**src/rtl/present_pkg.sv**
```systemverilog
// Shared constants for the PRESENT-80 accelerator: sizes, round counts and the
// register map of the Avalon-MM front-end.
package present_pkg;

    localparam int KEY_W            = 80;
    localparam int BLOCK_W          = 64;
    localparam int N_ROUNDS         = 31;
    localparam int ROUNDS_PER_CYCLE = 1;

    localparam logic [3:0] REG_CTRL    = 4'd0;
    localparam logic [3:0] REG_STATUS  = 4'd1;
    localparam logic [3:0] REG_PT_LO   = 4'd2;
    localparam logic [3:0] REG_PT_HI   = 4'd3;
    localparam logic [3:0] REG_KEY_LO  = 4'd4;
    localparam logic [3:0] REG_KEY_MID = 4'd5;
    localparam logic [3:0] REG_KEY_HI  = 4'd6;
    localparam logic [3:0] REG_CT_LO   = 4'd7;
    localparam logic [3:0] REG_CT_HI   = 4'd8;
    localparam logic [3:0] REG_ID      = 4'd9;

    localparam int CTRL_START   = 0;
    localparam int CTRL_IRQ_EN  = 1;
    localparam int CTRL_IRQ_CLR = 2;

endpackage

```
**src/rtl/present_avalon_regs.sv**
```systemverilog
// Avalon-MM register front-end for PRESENT: operand capture, start pulse,
// busy/done tracking, ciphertext latch and level interrupt.
module present_avalon_regs
    import present_pkg::*;
#(
    parameter logic [31:0] ID_VALUE    = 32'h5052_4553,
    parameter int          IRQ_SUPPORT = 1
) (
    input  logic               clk,
    input  logic               nrst,
    input  logic [3:0]         avs_address,
    input  logic               avs_write,
    input  logic [31:0]        avs_writedata,
    input  logic               avs_read,
    output logic [31:0]        avs_readdata,
    output logic               irq,
    output logic               start,
    input  logic               eoc,
    output logic [BLOCK_W-1:0] plaintext,
    output logic [KEY_W-1:0]   key,
    input  logic [BLOCK_W-1:0] ciphertext
);

    logic [BLOCK_W-1:0] ct_reg;
    logic               busy, done, irq_en, irq_pend;
    logic               wr_ctrl, go, fin, clr;
    logic [31:0]        rdata;

    assign wr_ctrl = avs_write && (avs_address == REG_CTRL);
    assign go      = wr_ctrl && avs_writedata[CTRL_START] && !busy;
    assign clr     = wr_ctrl && avs_writedata[CTRL_IRQ_CLR];
    assign fin     = eoc && busy;

    always_comb begin
        rdata = '0;
        case (avs_address)
            REG_CTRL:    rdata = {29'b0, irq_en, 2'b0};
            REG_STATUS:  rdata = {29'b0, irq_pend, done, busy};
            REG_PT_LO:   rdata = plaintext[31:0];
            REG_PT_HI:   rdata = plaintext[63:32];
            REG_KEY_LO:  rdata = key[31:0];
            REG_KEY_MID: rdata = key[63:32];
            REG_KEY_HI:  rdata = {16'b0, key[79:64]};
            REG_CT_LO:   rdata = ct_reg[31:0];
            REG_CT_HI:   rdata = ct_reg[63:32];
            REG_ID:      rdata = ID_VALUE;
            default:     rdata = '0;
        endcase
    end

    always_ff @(posedge clk or negedge nrst) begin
        if (!nrst) begin
            avs_readdata <= '0;
            irq          <= 1'b0;
            start        <= 1'b0;
            plaintext    <= '0;
            key          <= '0;
            ct_reg       <= '0;
            busy         <= 1'b0;
            done         <= 1'b0;
            irq_en       <= 1'b0;
            irq_pend     <= 1'b0;
        end else begin
            // read sees pre-write state when a write shares the cycle
            if (avs_read)
                avs_readdata <= rdata;
            irq   <= irq_pend && irq_en;
            start <= go;
            if (avs_write && !busy) begin
                case (avs_address)
                    REG_PT_LO:   plaintext[31:0]  <= avs_writedata;
                    REG_PT_HI:   plaintext[63:32] <= avs_writedata;
                    REG_KEY_LO:  key[31:0]        <= avs_writedata;
                    REG_KEY_MID: key[63:32]       <= avs_writedata;
                    REG_KEY_HI:  key[79:64]       <= avs_writedata[15:0];
                    default: ;
                endcase
            end
            if (wr_ctrl)
                irq_en <= (IRQ_SUPPORT != 0) && avs_writedata[CTRL_IRQ_EN];
            if (go) begin
                busy     <= 1'b1;
                done     <= 1'b0;
                irq_pend <= 1'b0;
            end else if (clr) begin
                irq_pend <= 1'b0;
            end
            // completion comes last so it wins over a coincident IRQ_CLR
            if (fin) begin
                busy     <= 1'b0;
                done     <= 1'b1;
                irq_pend <= 1'b1;
                ct_reg   <= ciphertext;
            end
        end
    end

endmodule

```
**config.mk**
```make
export PLATFORM = sky130hd
export DESIGN_NAME = present_avalon_regs
export DESIGN_NICKNAME = d
export VERILOG_FILES = /design/src/rtl/present_pkg.sv /design/src/rtl/present_avalon_regs.sv
export SDC_FILE = /design/constraint.sdc
export NUM_CORES = 1
export LEC_CHECK = 0
export CAP_MARGIN = 10
export CORE_MARGIN = 4
export CORE_UTILIZATION = 50
export CTS_BUF_LIST = sky130_fd_sc_hd__clkbuf_4
export CTS_CLUSTER_SIZE = 40
export DETAILED_ROUTE_END_ITERATION = 7
export GPL_ROUTABILITY_DRIVEN = 1
export HOLD_SLACK_MARGIN = 0.1
export PLACE_DENSITY_LB_ADDON = 0.12
export SLEW_MARGIN = 20
export SYNTH_ARGS = -nofsm -noshare
export SYNTH_HDL_FRONTEND = slang
export SYNTH_SLANG_ARGS = --single-unit
```
**constraint.sdc**
```tcl
create_clock -name clk -period 1.8 [get_ports clk]
set_input_delay 0.36 -clock clk [delete_from_list [all_inputs] [get_ports clk]]
set_output_delay 0.36 -clock clk [all_outputs]
set_load 0.005 [all_outputs]
```
* Yosys cells after proc, flatten, opt, wreduce, memory -nomap -nowiden *
Cells that the tools add are included.

storage, ports and cells
  output and inout bits = 178
  memories kept = 0
  ROM bits = 0
  bits in registers = 246
  latch bits = 0
  memory bits (writable) = 0
  word-level logic and storage cells = 46

cells by class
  reduce and logical (&&, ||, !) cells = 16
  eq/ne operators = 9
  $add $sub $neg = 0
  multiplexer cells = 8
  bitwise logic cells = 0
  shift-type cells = 0
  div/mod/pow operators = 0
  $mul = 0
  order comparisons = 0

operators with widths
  cell                  count
  $pmux W32 S10         1
  $eq A4 B3 Y1 const B  4
  $reduce_and A2 Y1     5
  $eq A4 B2 Y1 const B  2
  $eq A4 B4 Y1 const B  2
  $logic_and A1 B1 Y1   7
  $mux W1               7
  $eq A4 B1 Y1 const B  1
  $logic_not A4 Y1      1
  $reduce_bool A3 Y1    1
  $reduce_bool A2 Y1    1
  $logic_not A1 Y1      1

* Depth between registers and ports, before layout *
  depth after elaboration = 6
  mapped depth = 8
  depth with buffers taken out = 5

* Worst setup path after synthesis *
No wires, ideal clock.

  path type = in2reg
  start = input port avs_address[2]
  end = register plaintext[40]
  required time = 1.672 ns
  path slack = 0.067 ns
  path buffers = 3
  data arrival time = 1.606 ns
  stages on the path = 7
  library setup time = 0.128 ns
  cell sequence = buf_2 nor2_2 and3_1 buf_2 nand2_2 buf_2 mux2_1

on the way
  cells in the longest elaborated chain, start to end = 2

ends and longest elaborated chain
  what                         line                       text
  start: declaration           present_avalon_regs.sv:11  input logic [3:0] avs_address,
  $eq A4 B2 Y1                 present_avalon_regs.sv:70  case (avs_address)
  $reduce_and A2 Y1 (no line)  --
  end signal: assignment       present_avalon_regs.sv:72  REG_PT_HI: plaintext[63:32] <= avs_writedata;
  end: declaration             present_avalon_regs.sv:19  output logic [BLOCK_W-1:0] plaintext,

No other way between the ends.
A chain may end at the register's enable or synchronous reset.

* Worst setup path in the final report *
  start = register plaintext[15]
  end = output port plaintext[15]

RTL lines
  what                      line                       text
  start signal: assignment  present_avalon_regs.sv:71  REG_PT_LO: plaintext[31:0] <= avs_writedata;

No word-level cell between the ends.

==> flow_metrics.env <==
export IMPL_initial_utilization_pct=50.85
export IMPL_clock_tree_from_tritoncts="done"
export IMPL_critPathLaunchType="flip-flop"
export IMPL_clock_latency_ps=650
export IMPL_yosys_warnings=0
export IMPL_crit_path_end_kind="output port"
export IMPL_initialDrtViolationCount=726
export IMPL_wirelength_um=35750
export IMPL_worst_pin_slew_ps=601.9
export IMPL_vdd_ir_drop_worst_v=0.0006131
export IMPL_power_density_nw_per_um2=1080
export IMPL_io_pin_count=283
export IMPL_timing_final_hold_violations=0
export IMPL_design_power_total_mw=17.51
export IMPL_flip_flop_count_of_the_largest_register_after_layout=80
export IMPL_dominant_cells_by_area_after_synthesis="sky130_fd_sc_hd__dfrtp_1 57%, sky130_fd_sc_hd__mux2_2 13%, sky130_fd_sc_hd__mux2_1 6.4%"
export IMPL_worst_endpoint_required_ps=1440
export IMPL_leakagePower_nw=8.166
export IMPL_port_buffers=282
export IMPL_synth_top_cell_by_area="sky130_fd_sc_hd__dfrtp_1"
export IMPL_crit_path_max_incr_delay_ps=420
export IMPL_layout_min_cycle_time_ps=1743
export IMPL_critical_path_class="reg -> out"
export IMPL_first_pass_iters=6
export IMPL_clock_path_buffers=3
export IMPL_drv_cap=0
export IMPL_final_net_count=1373
export IMPL_place_hpwl_um=24340
export IMPL_cts_root_buf="sky130_fd_sc_hd__clkbuf_4"
export IMPL_synth_top_family_by_area="multiplexers"
export IMPL_die_area_sq_um=23850
export IMPL_dieWidth_um=154.5
export IMPL_timing_final_setup_violations=0
export IMPL_post_synth_and_or_nand_nor_area_fraction_pct=4.189
export IMPL_cts_made_buffers=68
export IMPL_fraction_of_the_core_area_covered_by_cells_at_the_end_of_the_flow_pct=76.85
export IMPL_postRouteAntennaNets=0
export IMPL_critPathBufInv=1
export IMPL_layout_worst_path_cycle_share_pct=96.86
export IMPL_layout_filler_cells=1433
export IMPL_syn_mean_instance_area_sq_um=14.15
export IMPL_yosys_mux_area_fraction_pct=24.44
export IMPL_synth_nets=863
export IMPL_synth_xor_area_share_pct=0
export IMPL_post_route_cells_drive_above_1_share_pct=36.89
export IMPL_final_max_slew_violation_count=0
export IMPL_r2r_worst_path_cells=5
export IMPL_htree_levels=3
export IMPL_fin_cells=1597
export IMPL_row_count=53
export IMPL_netlist_cell_type_count=51
export IMPL_cts_clock_pin_slew_for_the_worst_setup_and_hold_paths_ps=70
export IMPL_final_total_negative_setup_slack_ps=0
export IMPL_mapped_cell_area_sq_um=10720
export IMPL_highest_delay_cell_along_the_critical_path="sky130_fd_sc_hd__dfrtp_1"
export IMPL_post_synth_fa_ha_maj_area_fraction_pct=0
export IMPL_crit_chain="dlygate4sd2_1"
export IMPL_syn_to_final_growth_pct=51.11
export IMPL_gpl_final_weighted_congestion=0.8696
export IMPL_netlist_instances=758
export IMPL_synthesis_stage_register_bit_count=246
export IMPL_numClockSinks=246
export IMPL_reg2reg_to="avs_readdata[6]"
export IMPL_yosysSeqAreaShare_pct=57.40
export IMPL_run_status="complete, no violations"
export IMPL_setup_repair_after_global_routing_missed_its_margin="no"
export IMPL_global_route_overflow_total=0
export IMPL_timing_clock_skew_ps=37.62
export IMPL_dpl_cell_count=1353
export IMPL_drt_drc_violations_left=0
export IMPL_grt_pass1_wl_um=55450
export IMPL_grt_max_degree=52
export IMPL_worst_ep_arrival_time_ps=1380
export IMPL_vias=9021
export IMPL_first_global_vias=9891
export IMPL_timing_fmax_mhz=573.6
export IMPL_reg2reg_slack_ps=150
export IMPL_antenna_found_initial=3
export IMPL_routed_via_density=5.649
export IMPL_die_h_um=154.5
export IMPL_synth_compound_gate_area_share_pct=11.13
export IMPL_synthDominantCellAreaShare_pct=57.40
export IMPL_wire_per_inst_um=22.39
export IMPL_timing_max_slew_rel_slack_pct=59.79
export IMPL_worstHoldPathType="in -> async"
export IMPL_crit_reg2reg_launch="key[70]"
export IMPL_core_area_sq_um=21090
export IMPL_top_cell_family_by_delay_on_the_critical_path="flip-flops"
export IMPL_grt_usage_pct=29.95
export IMPL_crit_fanout=3
-- Yosys cell counts, drive strengths merged --
cell type,instances
nand3,7
a221o,5
nor2b,8
nand2,27
a21oi,14
a22oi,43
a222oi,14
nor2,14
dfrtp,246
mux4,1
and2,2
a31oi,13
a21boi,1
o211a,2
buf,37
a2111oi,1
mux2i,11
nor3,4
and3,9
nand2b,1
nand3b,1
clkbuf,15
nor4b,1
mux2,211
nand4,2
and2b,2
a221oi,5
a211o,1
inv,4
o2bb2ai,10
a32oi,4
o32a,1
a21o,20
o21a,1
nor4,1
a22o,11
o21ai,8
-- worst register-to-register path: stages, from the launching register on --
cell and delay, ps:
sky130_fd_sc_hd__dfrtp_1 380, sky130_fd_sc_hd__buf_4 140, sky130_fd_sc_hd__mux4_2 470, sky130_fd_sc_hd__a32oi_1 210, sky130_fd_sc_hd__nor3_1 70, sky130_fd_sc_hd__a211o_1 270
-- area by class of cell --
class	instances	area [sq um]	area share [%]
antenna	2	5.005	0.03088
tap	275	344.1	2.123
sequential	246	6156	37.99
timing repair buffer	492	4529	27.95
inverter	4	15.01	0.09265
multi-input combinational	456	4279	26.41
clock buffer	103	773.2	4.771
clock inverter	19	103.9	0.6408
-- metrics by stage --
stage / hold slack (ps) / setup slack [ps] / cell area (sq um)
finish: 229.0 / 56.56 / 16210
global route: 239.4 / 17.70 / 16210
CTS: 208.0 / 31.87 / 16200
detailed placement: 310.8 / -549.2 / 14640
global placement: 314.7 / -524.4 / 14640
floorplan: 64.41 / 66.53 / 10720
-- layer usage --
layer / global-route usage, % / share of wire (%)
met5: 0 / 0.034
met4: 11.23 / 2.9
met3: 6.911 / 9.2
met2: 48.73 / 48
met1: 39.46 / 40
-- logic make-up after synthesis --
group / count (synthesis)
flops: 246
mux: 223
compound gates: 154
simple gates: 79
buf+inv: 56
-- report_power, final --
| group | leakage [nW] | internal, mW | switching [mW] |
|---|---|---|---|
| Sequential | 3.08 | 6.82 | 0.839 |
| Clock | 0.525 | 2.76 | 2.34 |
| Combinational | 4.57 | 2.99 | 1.76 |
| Total | 8.17 | 12.6 | 4.94 |
-- worst max-delay path by stage --
stage,from,cells after the start,slack [ps],to
after floorplan,avs_address[2],7,70,plaintext[40]
after global placement,avs_address[3],7,-520,avs_readdata[0]
after detailed placement,avs_address[2],9,-550,avs_readdata[25]
after CTS,plaintext[15],1,30,plaintext[15]
after global routing,avs_address[3],8,20,avs_readdata[13]
final,plaintext[15],1,60,plaintext[15]
-- cell usage in the layout, fill, tap and decap left out, types with 20 or more instances in the layout --
cell,netlist,layout
sky130_fd_sc_hd__mux2_2,120,120
sky130_fd_sc_hd__a21o_1,20,20
sky130_fd_sc_hd__a22oi_1,43,43
sky130_fd_sc_hd__clkbuf_4,0,103
sky130_fd_sc_hd__nand2_1,25,21
sky130_fd_sc_hd__buf_4,7,181
sky130_fd_sc_hd__dlygate4sd2_1,0,178
sky130_fd_sc_hd__dfrtp_1,246,246
sky130_fd_sc_hd__buf_12,0,28
sky130_fd_sc_hd__mux2_1,61,61
sky130_fd_sc_hd__mux2_4,30,30
sky130_fd_sc_hd__clkdlybuf4s50_1,0,102
-- timing repair --
item / in CTS / in global routing
hold buffers: 1 / 0
endpoints found under the hold margin: 246 / 0
endpoints found under the setup margin: 178 / 0
gates resized for setup: 178 / 0
buffers inserted: 119 / 0
Power figures use the tool's default switching activity.
